### config.mk
export PLATFORM = sky130hd
export DESIGN_NAME = stream_in_mmap_flat
export DESIGN_NICKNAME = d
export VERILOG_FILES = /design/src/rtl/stream_in_mmap_if.sv /design/src/rtl/stream_in_mmap.sv /design/src/flat_wrapper.sv
export SDC_FILE = /design/constraint.sdc
export NUM_CORES = 1
export LEC_CHECK = 0
export ABC_AREA = 1
export BUFFER_PORTS_ARGS = -buffer_cell sky130_fd_sc_hd__buf_2
export CAP_MARGIN = 20
export CORE_AREA = 2 2 119 132
export CTS_CLUSTER_DIAMETER = 40
export DETAILED_ROUTE_END_ITERATION = 10
export DIE_AREA = 0 0 121 134
export PLACE_DENSITY = 0.64
export REMOVE_ABC_BUFFERS = 1
export SYNTH_ARGS = -nofsm -noshare
export SYNTH_HDL_FRONTEND = slang
export SYNTH_SLANG_ARGS = --single-unit
### constraint.sdc
create_clock -name clk -period 3.87 [get_ports clk]
set_input_delay 0.1935 -clock clk [delete_from_list [all_inputs] [get_ports clk]]
set_output_delay 0.1935 -clock clk [all_outputs]
set_load 0.02 [all_outputs]
### src/rtl/stream_in_mmap_if.sv
// Memory-mapped device bus shared by the rv32 core's peripherals (mmap_dev).
// addr is the byte offset from the device's ADDR_START; rd is combinational with no wait states.
interface mmap_dev;
    logic        re;
    logic        we;
    logic [31:0] addr;
    logic [31:0] wd;
    logic [31:0] rd;

    modport master (output re, output we, output addr, output wd, input rd);
    modport slave  (input re, input we, input addr, input wd, output rd);
endinterface

### src/rtl/stream_in_mmap.sv
// Host-to-CPU byte stream: bytes arrive over valid/ready into a FIFO and the core pops them via a
// memory-mapped slave. Define STREAM_IN_IRQ_EN to add the THRESH register and the irq output.
module stream_in_mmap #(
    parameter  int DEPTH = 16,
    localparam int AW    = $clog2(DEPTH),
    localparam int CW    = AW + 1
) (
    input  logic       clk,
    input  logic       reset_n,
    input  logic       in_valid,
    input  logic [7:0] in_data,
    output logic       in_ready,
    mmap_dev.slave     iface
`ifdef STREAM_IN_IRQ_EN
    ,
    output logic       irq
`endif
);

    logic [7:0]    mem [DEPTH];
    logic [AW-1:0] wr_ptr;
    logic [AW-1:0] rd_ptr;
    logic [CW-1:0] count;
    logic [CW-1:0] count_next;
    logic          full;
    logic          empty;
    logic          sel_data;
    logic          sel_status;
    logic          sel_thresh;
    logic          flush;
    logic          push;
    logic          pop;
    logic          unused_bits;

    assign full     = (count == CW'(DEPTH));
    assign empty    = (count == '0);
    assign in_ready = !full;

    // Word decode; the two byte-lane bits are deliberately ignored.
    assign sel_data    = (iface.addr[31:2] == 30'd0);
    assign sel_status  = (iface.addr[31:2] == 30'd1);
    assign sel_thresh  = (iface.addr[31:2] == 30'd2);
    assign unused_bits = &{1'b0, iface.addr[1:0], iface.wd};

    // Flush wins over both handshakes, so a push in the flush cycle is dropped.
    assign flush = iface.we && sel_status && iface.wd[0];
    assign push  = in_valid && in_ready && !flush;
    assign pop   = iface.re && sel_data && !empty && !flush;

    // NOTE: every variable assigned in always_comb gets a default first so no latch is inferred.
    always_comb begin
        count_next = count;
        if (flush) begin
            count_next = '0;
        end else if (push && !pop) begin
            count_next = count + CW'(1);
        end else if (pop && !push) begin
            count_next = count - CW'(1);
        end
    end

`ifdef STREAM_IN_IRQ_EN
    logic [CW-1:0] thresh;
    logic [CW-1:0] thresh_next;

    always_comb begin
        thresh_next = thresh;
        if (iface.we && sel_thresh) begin
            thresh_next = iface.wd[CW-1:0];
        end
    end
`endif

    // NOTE: sequential state uses non-blocking assignments so every flop samples pre-edge values.
    always_ff @(posedge clk or negedge reset_n) begin
        if (!reset_n) begin
            wr_ptr <= '0;
            rd_ptr <= '0;
            count  <= '0;
`ifdef STREAM_IN_IRQ_EN
            thresh <= '0;
            irq    <= 1'b0;
`endif
        end else begin
            if (flush) begin
                wr_ptr <= '0;
                rd_ptr <= '0;
            end else begin
                if (push) begin
                    wr_ptr <= wr_ptr + AW'(1);
                end
                if (pop) begin
                    rd_ptr <= rd_ptr + AW'(1);
                end
            end
            count <= count_next;
`ifdef STREAM_IN_IRQ_EN
            thresh <= thresh_next;
            irq    <= (thresh_next != '0) && (count_next >= thresh_next);
`endif
        end
    end

    // NOTE: the byte storage has no reset; stale contents are unreachable once the pointers clear.
    always_ff @(posedge clk) begin
        if (push) begin
            mem[wr_ptr] <= in_data;
        end
    end

    always_comb begin
        iface.rd = '0;
        if (sel_data) begin
            if (!empty) begin
                iface.rd = {23'b0, 1'b1, mem[rd_ptr]};
            end
        end else if (sel_status) begin
            iface.rd = {16'(count), 14'b0, full, empty};
        end
`ifdef STREAM_IN_IRQ_EN
        else if (sel_thresh) begin
            iface.rd = 32'(thresh);
        end
`endif
    end

`ifndef STREAM_IN_IRQ_EN
    logic unused_sel;
    assign unused_sel = sel_thresh;
`endif

endmodule

### src/flat_wrapper.sv
// flat-port wrapper written by rule: the top's interface ports become plain ports
module stream_in_mmap_flat 
#(
    parameter  int DEPTH = 16,
    localparam int AW    = $clog2(DEPTH),
    localparam int CW    = AW + 1
)
  (clk, reset_n, in_valid, in_data, in_ready, iface_re, iface_we, iface_addr, iface_wd, iface_rd);
  mmap_dev iface_i ();
  input  logic clk;
  input  logic reset_n;
  input  logic in_valid;
  input  logic [7:0] in_data;
  output logic in_ready;
  input wire logic [$bits(iface_i.re)-1:0] iface_re;
  input wire logic [$bits(iface_i.we)-1:0] iface_we;
  input wire logic [$bits(iface_i.addr)-1:0] iface_addr;
  input wire logic [$bits(iface_i.wd)-1:0] iface_wd;
  output wire logic [$bits(iface_i.rd)-1:0] iface_rd;
  assign iface_i.re = iface_re;
  assign iface_i.we = iface_we;
  assign iface_i.addr = iface_addr;
  assign iface_i.wd = iface_wd;
  assign iface_rd = iface_i.rd;
  stream_in_mmap #(.DEPTH(DEPTH)) u_core (.clk(clk), .reset_n(reset_n), .in_valid(in_valid), .in_data(in_data), .in_ready(in_ready), .iface(iface_i));
endmodule
==> results of run 1 <==
-- cells in the mapped netlist, drive strengths merged --
cell type  instances  area share [%]
conb               1           0.057
and2               1            0.11
ha                10             1.9
clkinv             1           0.057
a31oi              2            0.19
buf               38             4.1
inv               46             2.7
and3               1            0.11
nor2             120             7.1
o22ai              2            0.19
fa                 1            0.30
edfxtp           128              58
o21ai             43             3.3
nand2            142             8.2
o211ai             8            0.91
nand3             65             5.1
xor2               3            0.40
dfrtp             13             4.9
nor3               4            0.30
clkbuf             5            0.29
nand4              2            0.19
a21oi             15             1.1
-- path summary, 6_finish.rpt --
path	startpoint	to	depth (start not counted)	slack, ns
min in group asynchronous	reset_n	u_core.count[4]	2	0.19
worst max-delay path	u_core.rd_ptr[2]	iface_rd[2]	8	0.89
worst max register to register	u_core.count[0]	u_core.count[4]	15	1.06
worst min register to register	u_core.wr_ptr[1]	u_core.wr_ptr[1]	2	0.56
max in group asynchronous	reset_n	u_core.rd_ptr[0]	2	3.42
worst min-delay path	iface_wd[0]	u_core.count[0]	2	0.03
-- stage by stage --
stage               utilization, %  hold WS (ns)  std cells  setup WS [ns]  cell area, µm²
finish                        50.0        0.0274        915          0.894            7440
global route                  50.0        0.0454        915          0.661            7440
CTS                           50.0        0.0143        915          0.849            7440
detailed placement            46.5         0.104        882          0.942            6920
global placement              46.5        0.0970        882           1.07            6920
floorplan                        -        -0.102        625           1.29            6360
-- state kept, by name (all words and copies together), names as in the netlist --
register / cells
u_core.count: 5
u_core.wr_ptr: 4
u_core.mem: 128
u_core.rd_ptr: 4
-- power groups by stage --
stage	clock (mW)	sequential [mW]	combinational, mW
after floorplan	0	1.92	0.378
after global placement	0	1.94	0.508
after detailed placement	0	1.94	0.537
after CTS	1.46	1.91	0.539
after global routing	1.52	1.93	0.616
final	1.44	1.91	0.538
-- critical path, stage by stage, from the launching register on --
cell and delay [ns]:
dfrtp_1 0.55, inv_2 0.25, nor2_1 0.82, nand3_1 0.17, nand2_1 0.12, inv_1 0.05, a21oi_1 0.15, nor2_1 0.08
buf_2 0.16
-- final cells by class --
cell class	count	area (µm²)
Fill cell	1352	7430
Sequential cell	141	4170
Multi-Input combinational cell	437	2010
Clock buffer	23	448
Timing Repair Buffer	62	323
Tap cell	196	245
Inverter	47	179
Clock inverter	9	71.3
-- logic make-up after synthesis --
family | count (synthesis) | share of synthesized area (%)
flops | 141 | 63.3
compound gates | 70 | 5.70
fa+ha+maj | 11 | 2.20
simple gates | 335 | 21.2
other cells | 1 | 0.0570
xor+xnor | 3 | 0.399
buf+inv | 90 | 7.13
-- routing by layer --
layer  wire length, µm  vias to the layer above
met1              6080                     2256
li1                  -                     2269
met2              7440                      166
met4               314                        0
met3               920                       24
met5                 0                        -
-- what timing repair did --
action | CTS | global route
hold buffers | 1 | 0
setup endpoints to repair | 0 | 0
endpoints found under the hold margin | 13 | 0
==> results by group, run 1 <==
Run status
  – Outcome: complete, no violations

Clocking
  – Root buffer cell: clkbuf_16
  – CTS tree: done
  – Number of H-tree levels: 4
  – CTS-repair resized insts: 0
  – CTS Sinks: approximately 140
  – Clock slew at the register clock pins of the worst setup and hold paths: 0.05 ns
  – Worst-Skew Late Latency: between 0.4 and 0.5 ns
  – Number of buffers on the longest clock path: 2
  – CTS buffer count: 17
  – Postcts setup bufs: 0

Worst hold path
  – Worst min-delay path class: in -> reg

Placement
  – Half-perimeter wire length after placement: 9.62 mm
  – Last weighted congestion value of the routability-driven placer: ~0.84
  – Port Buf Inserts: 58

Finish
  – N_diodes: 0
  – Area overhead of the layout relative to synthesis: 13.1%
  – Most frequent cells in the layout: 140 x nand2_1, 128 x edfxtp_1, 116 x nor2_1
  – Number of nets at the end of the flow: 794
  – Share of final-layout standard cells stronger than drive strength 1: 13.8%
  – Most common library cell in the layout ignoring fill and taps: nand2_1

Power
  – Power density relative to cell area: around 520 mW/mm²
  – IR drop worst, VDD: 0.000282 V
  – Power after layout: 3.90 mW
  – Part of the power in registers: 49.1%
  – Switching power: 1.02 mW
  – Portion of total power attributed to combinational logic: 13.8%
  – Internal Dissipation: 2.88 mW
  – Leak pwr: 2.96 nW
  – Switching portion of total power: 26.1%
  – Part of the total power dissipated in the clock network: a little under two fifths

Detailed routing
  – Drt pass-1 iters: 4
  – Initial detailed-routing violation count: roughly 420
  – Remaining DRCs: 0
  – Final routed wirelength across all metal layers: 14.8 mm
  – Antenna viol nets, final: 0
  – Via total after detailed routing: between 4000 and 5000
  – Via density per instance: 5.15
  – Routed length per placed instance: 16.1 µm

Timing
  – Final clock skew: 0.00389 ns
  – Worst slew margin: 32.9%
  – Clock period minus worst slack: about 3.0 ns
  – Final-report hold violation count: 0
  – Share of the clock period used by the worst path: 76.9%
  – Measured slew at the worst slew-check pin: 1.00 ns
  – Final setup vio count: 0
  – Number of max-slew violations in the final report: 0
  – Total negative slack: 0 ns
  – Setup repair after global routing missed its margin: false
  – Maximum clock rate: 0.336 GHz

Die
  – Die outline area: 0.0162 mm²
  – Core ar.: 0.0149 mm²
  – Row Count: 47
  – Effective utilization at floorplan: roughly 44%
  – X dimension of the die: between 100 and 150 µm
  – Boundary pin count: 110
  – Die extent in y: about 130 µm

Critical path
  – Critical Path Sink Type: primary output
  – Type of element launching the critical path: flip-flop
  – Req. time, crit path: between 3 and 4 ns
  – Critical-path maximum fanout: 16
  – Critical path arrival: 2.78 ns
  – Startpoint-to-endpoint class of the critical path: reg -> out

Synthesis
  – Sequential cell area fraction in the yosys report: a little under two thirds
  – Gate count of the mapped netlist: 651
  – Netlist area before placement: between 0.006 and 0.007 mm²
  – Avg Synthesized Cell Area: 10.1 µm²
  – Number of synthesized register bits: approximately 140
  – Yosys synthesis warning count: 0
  – Number of distinct library cell variants in the gate-level netlist after synthesis: 31

Global routing
  – Fraction of met2 tracks used by global routing: 33.1%
  – Remaining global-route overflow: 0
  – Global routing met1 resource utilization: 22.8%
  – Met3 Track Usage GR: 4.93%
  – Number of global-route vias before repair: 4717
  – Number of antenna violations at the first check in global routing: 0
  – Tot GR Track Use: 19.3%
  – First-pass GRT wire length: 23.5 mm
  – Pin count of the biggest net entering global routing: 69
  – Most heavily used metal layer in global routing: met2

Run
  – Maximum Capacitance Violations: 0
Power figures use the tool's default switching activity.
==> inputs of run 2 (changes only) <==
==> constraint.sdc (replaced) <==
create_clock -name clk -period 2.9 [get_ports clk]
set_input_delay 0.145 -clock clk [delete_from_list [all_inputs] [get_ports clk]]
set_output_delay 0.145 -clock clk [all_outputs]
set_load 0.02 [all_outputs]
==> results by group, run 2 (same netlist as run 1, synthesis figures left out) <==
Run status
  – Outcome: complete, no violations

Clocking
  – Number of H-tree levels: 4
  – Number of buffers on the longest clock path: 2
  – Root buffer cell: clkbuf_16
  – CTS buffer count: 17
  – Worst-Skew Late Latency: between 0.4 and 0.5 ns
  – Clock slew at the register clock pins of the worst setup and hold paths: 0.05 ns
  – Postcts setup bufs: 0
  – CTS tree: done
  – CTS Sinks: 141

Finish
  – Most frequent cells in the layout: 140 x nand2_1, 128 x edfxtp_1, 116 x nor2_1
  – Most common library cell in the layout ignoring fill and taps: nand2_1
  – N_diodes: 0
  – Registers with the highest flip-flop counts: u_core.mem x128, u_core.count x5
  – Fin util: 50.7%
  – Finished Cell Area: 0.00754 mm²
  – Area overhead of the layout relative to synthesis: 14.5%
  – Number of nets at the end of the flow: 812
  – Share of final-layout standard cells stronger than drive strength 1: between 10% and 20%
  – Number of flip-flops in the largest register: 128
  – Final standard cell count with taps included and fillers excluded: slightly above 900
  – Register bank with the most flops: u_core.mem

Critical path
  – Critical Path Sink Type: flip-flop
  – Type of element launching the critical path: flip-flop
  – Critical path arrival: 2.88 ns
  – Critical-path maximum fanout: 6
  – Req. time, crit path: 3.21 ns
  – Startpoint-to-endpoint class of the critical path: reg -> reg

Detailed routing
  – Via total after detailed routing: roughly 4600
  – Routed length per placed instance: 15.4 µm
  – Initial detailed-routing violation count: 381
  – Drt pass-1 iters: 5
  – Antenna viol nets, final: 0
  – Via density per instance: 5.00
  – Final routed wirelength across all metal layers: between 10 and 15 mm
  – Remaining DRCs: 0

Timing
  – Maximum clock rate: 0.388 GHz
  – Total negative slack: 0 ns
  – Measured slew at the worst slew-check pin: 0.765 ns
  – Fin Hold WS: 0.0709 ns
  – Number of max-slew violations in the final report: 0
  – Final setup vio count: 0
  – Final clock skew: 0.00568 ns
  – Min setup slack post-route: 0.323 ns
  – Clock period minus worst slack: roughly 2.6 ns
  – Setup repair after global routing missed its margin: false
  – Final-report hold violation count: 0
  – Worst slew margin: 48.8%
  – Share of the clock period used by the worst path: approximately nine tenths

Die
  – Boundary pin count: 110
  – Die outline area: between 0.015 and 0.02 mm²
  – Effective utilization at floorplan: between 40 and 50%
  – Core ar.: around 0.015 mm²
  – X dimension of the die: 121 µm
  – Row Count: 47
  – Die extent in y: 134 µm

Placement
  – Last weighted congestion value of the routability-driven placer: 0.802
  – Worst setup slack after placement: around 0.19 ns
  – Port Buf Inserts: 58
  – Post-placement cell area: 0.00704 mm²
  – Placed cells: between 800 and 900
  – Half-perimeter wire length after placement: 9.46 mm

Global routing
  – First-pass GRT wire length: between 20 and 25 mm
  – Number of global-route vias before repair: roughly 4600
  – Number of antenna violations at the first check in global routing: 0
  – Tot GR Track Use: approximately a fifth
  – Pin count of the biggest net entering global routing: 69
  – Remaining global-route overflow: 0

Power
  – Power after layout: 5.08 mW
  – IR drop worst, VDD: 0.000396 V
  – Leak pwr: 3.02 nW
  – Power density relative to cell area: 673 mW/mm²

Worst hold path
  – Worst min-delay path class: in -> reg

Run
  – Maximum Capacitance Violations: 0
-- run 2: cell types whose count changed in the layout (fill, tap and decap cells not counted) --
cell / change
buf_4: +16
clkinv_2: -4
clkinv_1: +3
dlygate4sd3_1: +2
bufinv_16: -1
clkbuf_1: -1
clkinvlp_4: -1
nand3_1: -1
nand3_2: +1
-- run 2: what timing repair did --
action	4_1_cts	5_1_grt
hold buffers	3	0
endpoints found under the setup margin	0	1
resized for setup	0	1
endpoints found under the hold margin	14	0
-- run 2: routing by layer --
metal	track usage [%]	up-vias	part of all wire, %
met5	0	-	0
met4	6.59	0	1.8
met3	4.80	25	5.5
met2	33.1	138	51
met1	22.9	2186	41
li1	-	2297	-
-- run 2: path summary, 6_finish.rpt --
check	depth (start not counted)	end	from	slack, ns
max in group asynchronous	2	u_core.rd_ptr[0]	reset_n	2.51
min in group asynchronous	2	u_core.count[3]	reset_n	0.14
hold / removal	4	u_core.wr_ptr[0]	in_valid	0.07
setup reg to reg	15	u_core.count[4]	u_core.count[0]	0.32
setup / recovery	15	u_core.count[4]	u_core.count[0]	0.32
hold reg to reg	2	u_core.wr_ptr[0]	u_core.wr_ptr[0]	0.56
-- run 2: layout make-up --
cell class	count	area [µm²]
clock inverter	6	25.0
timing repair buffer	80	463
clock buffer	22	444
multi-input combinational	437	2010
fill	1328	7340
tap	196	245
sequential	141	4170
inverter	47	179
-- run 2: critical path, stage by stage, from the launching register on --
cell,delay (ns)
dfrtp_1,0.45
nor2_1,0.15
nand4_1,0.11
nand2_1,0.13
inv_1,0.14
nand2_4,0.09
inv_1,0.04
ha_1,0.18
inv_1,0.18
ha_1,0.30
a21oi_1,0.23
nand2_1,0.09
nand2_1,0.07
nand3_1,0.09
o21ai_0,0.16
nor2_1,0.05
-- run 2: power breakdown --
group | internal [mW] | switching [mW]
logic | 0.262 | 0.489
registers | 2.45 | 0.105
clock network | 1.05 | 0.719
total | 3.76 | 1.31
==> inputs of run 3 (changes only) <==
==> constraint.sdc (replaced) <==
create_clock -name clk -period 2.9 [get_ports clk]
set_input_delay 0.435 -clock clk [delete_from_list [all_inputs] [get_ports clk]]
set_output_delay 0.435 -clock clk [all_outputs]
set_load 0.02 [all_outputs]
==> results by group, run 3 (same netlist as run 1, synthesis figures left out) <==
Run status
  – Outcome: complete, no violations

Critical path
  – Critical-path maximum fanout: 37
  – Startpoint-to-endpoint class of the critical path: reg -> out
  – Reg2reg setup slack: 0.28 ns
  – Type of element launching the critical path: flip-flop
  – Critical path arrival: between 2 and 2.5 ns
  – Req. time, crit path: 2.47 ns
  – Critical Path Sink Type: primary output

Clocking
  – Clock slew at the register clock pins of the worst setup and hold paths: 0.06 ns
  – CTS tree: done
  – Number of H-tree levels: 4
  – CTS Sinks: 141
  – Worst-Skew Late Latency: between 0.4 and 0.5 ns
  – Number of buffers on the longest clock path: 2
  – CTS buffer count: 17
  – Root buffer cell: clkbuf_16

Run
  – Maximum Capacitance Violations: 0

Die
  – Die outline area: 0.0162 mm²
  – Effective utilization at floorplan: about 44%
  – X dimension of the die: 121 µm
  – Row Count: 47
  – Die extent in y: 134 µm
  – Boundary pin count: 110
  – Core ar.: 0.0149 mm²

Detailed routing
  – Via total after detailed routing: 4797
  – Via density per instance: 5.11
  – Met2 layer wire length in the routed design: 7.50 mm
  – Highest routing layer actually used: met4
  – Final routed wirelength across all metal layers: 14.6 mm
  – Met1 Routed Length: 5.76 mm
  – Initial detailed-routing violation count: about 350
  – DR WL met3: just over 1 mm
  – Drt pass-1 iters: 7
  – Remaining DRCs: 0
  – Routed length per placed instance: around 16 µm
  – Antenna viol nets, final: 0

Finish
  – Finished Cell Area: 0.00771 mm²
  – Share of final-layout standard cells stronger than drive strength 1: 17.5%
  – Number of nets at the end of the flow: 818
  – Most common library cell in the layout ignoring fill and taps: nand2_1
  – Registers with the highest flip-flop counts: u_core.mem x128, u_core.count x5
  – Register bank with the most flops: u_core.mem
  – N_diodes: 0
  – Most frequent cells in the layout: 140 x nand2_1, 128 x edfxtp_1, 116 x nor2_1
  – Number of flip-flops in the largest register: between 100 and 150
  – Area overhead of the layout relative to synthesis: 17.2%

Power
  – Switching portion of total power: 25.9%
  – Part of the power in registers: 46.6%
  – Part of the total power dissipated in the clock network: 39.8%
  – Power after layout: around 5.5 mW
  – Internal Dissipation: 4.06 mW
  – Power density relative to cell area: 710 mW/mm²
  – Portion of total power attributed to combinational logic: 13.6%
  – Switching power: 1.42 mW
  – Leak pwr: about 3.1 nW
  – IR drop worst, VDD: 0.000368 V

Global routing
  – Tot GR Track Use: a little under a fifth
  – Number of antenna violations at the first check in global routing: 0
  – First-pass GRT wire length: between 20 and 25 mm
  – Remaining global-route overflow: 0
  – Number of global-route vias before repair: 4696
  – Pin count of the biggest net entering global routing: 69

Timing
  – Measured slew at the worst slew-check pin: 0.705 ns
  – Setup repair after global routing missed its margin: false
  – Total negative slack: 0 ns
  – Worst slew margin: a little over half
  – Clock period minus worst slack: roughly 2.7 ns
  – Share of the clock period used by the worst path: 92.4%
  – Final setup vio count: 0
  – Final-report hold violation count: 0
  – Maximum clock rate: 0.373 GHz
  – Final clock skew: 0.0122 ns
  – Number of max-slew violations in the final report: 0

Placement
  – Port Buf Inserts: 58
  – Post-placement cell area: slightly above 0.007 mm²
  – Half-perimeter wire length after placement: 9.74 mm
  – Last weighted congestion value of the routability-driven placer: 0.842

Worst hold path
  – Worst min-delay path class: in -> reg
-- run 3: cell types whose count changed in the layout (fill, tap and decap cells not counted), moves of 2 or more --
cell           previous run  this run
inv_6                     0         2
bufinv_16                 0         3
clkinvlp_4                0         7
clkbuf_1                  5         2
dlygate4sd3_1             3         1
buf_4                    19        26
clkinv_1                  5         1
-- run 3: final cells by class --
| class | instances | area [µm²] |
|---|---|---|
| clock buffers | 19 | 433 |
| clock inverters | 13 | 166 |
| fillers | 1301 | 7160 |
| inverters | 47 | 183 |
| multi-input cells | 437 | 2010 |
| flip-flops and latches | 141 | 4170 |
| well taps | 196 | 245 |
| repair buffers | 86 | 507 |
-- run 3: power by group through the flow --
stage	registers, mW	logic [mW]	clock network [mW]
finish	2.55	0.745	2.18
global route	2.57	0.853	2.29
CTS	2.55	0.746	2.21
detailed placement	2.59	0.745	0
global placement	2.58	0.711	0
floorplan	2.56	0.505	0
-- run 3: final timing paths --
kind,start,to,cells past startpoint
max in group asynchronous,reset_n,u_core.rd_ptr[1],2
min in group asynchronous,reset_n,u_core.count[4],2
worst max-delay path,u_core.rd_ptr[0],iface_rd[4],9
worst min-delay path,iface_wd[0],u_core.count[0],2
worst min register to register,u_core.wr_ptr[0],u_core.wr_ptr[0],2
worst max register to register,u_core.count[0],u_core.count[4],14
-- run 3: metrics by stage --
| step | utilization (%) | worst slack, ns | instances | hold WS, ns |
|---|---|---|---|---|
| 6_report | 51.8 | 0.219 | 939 | 0.267 |
| 3_5_place_dp | 47.6 | 0.0971 | 905 | 0.347 |
| 3_3_place_gp | 47.6 | 0.221 | 905 | 0.338 |
| 2_1_floorplan | - | 0.112 | 625 | 0.139 |
| 5_1_grt | 51.8 | 0.0155 | 939 | 0.260 |
| 4_1_cts | 51.7 | 0.00404 | 938 | 0.250 |
-- run 3: layer usage --
layer	track usage [%]	up-vias
li1	-	2321
met1	22.9	2251
met2	32.7	199
met3	4.12	26
met4	7.95	0
met5	0	-
-- run 3: worst max-delay path: stages, from the launching register on --
cell and delay [ns]:
dfrtp_2 0.43, inv_4 0.29, buf_4 0.28, nor2_1 0.06, nor2_1 0.07, o21ai_0 0.08
o211ai_1 0.11, a21oi_1 0.08, nor2_1 0.21, buf_2 0.20
-- run 3: repair_timing --
| action | CTS | global route |
|---|---|---|
| hold buffers | 1 | 0 |
| buffers inserted | 0 | 1 |
| setup endpoints to repair | 0 | 8 |
| resized for setup | 0 | 3 |
| hold endpoints to repair | 13 | 0 |
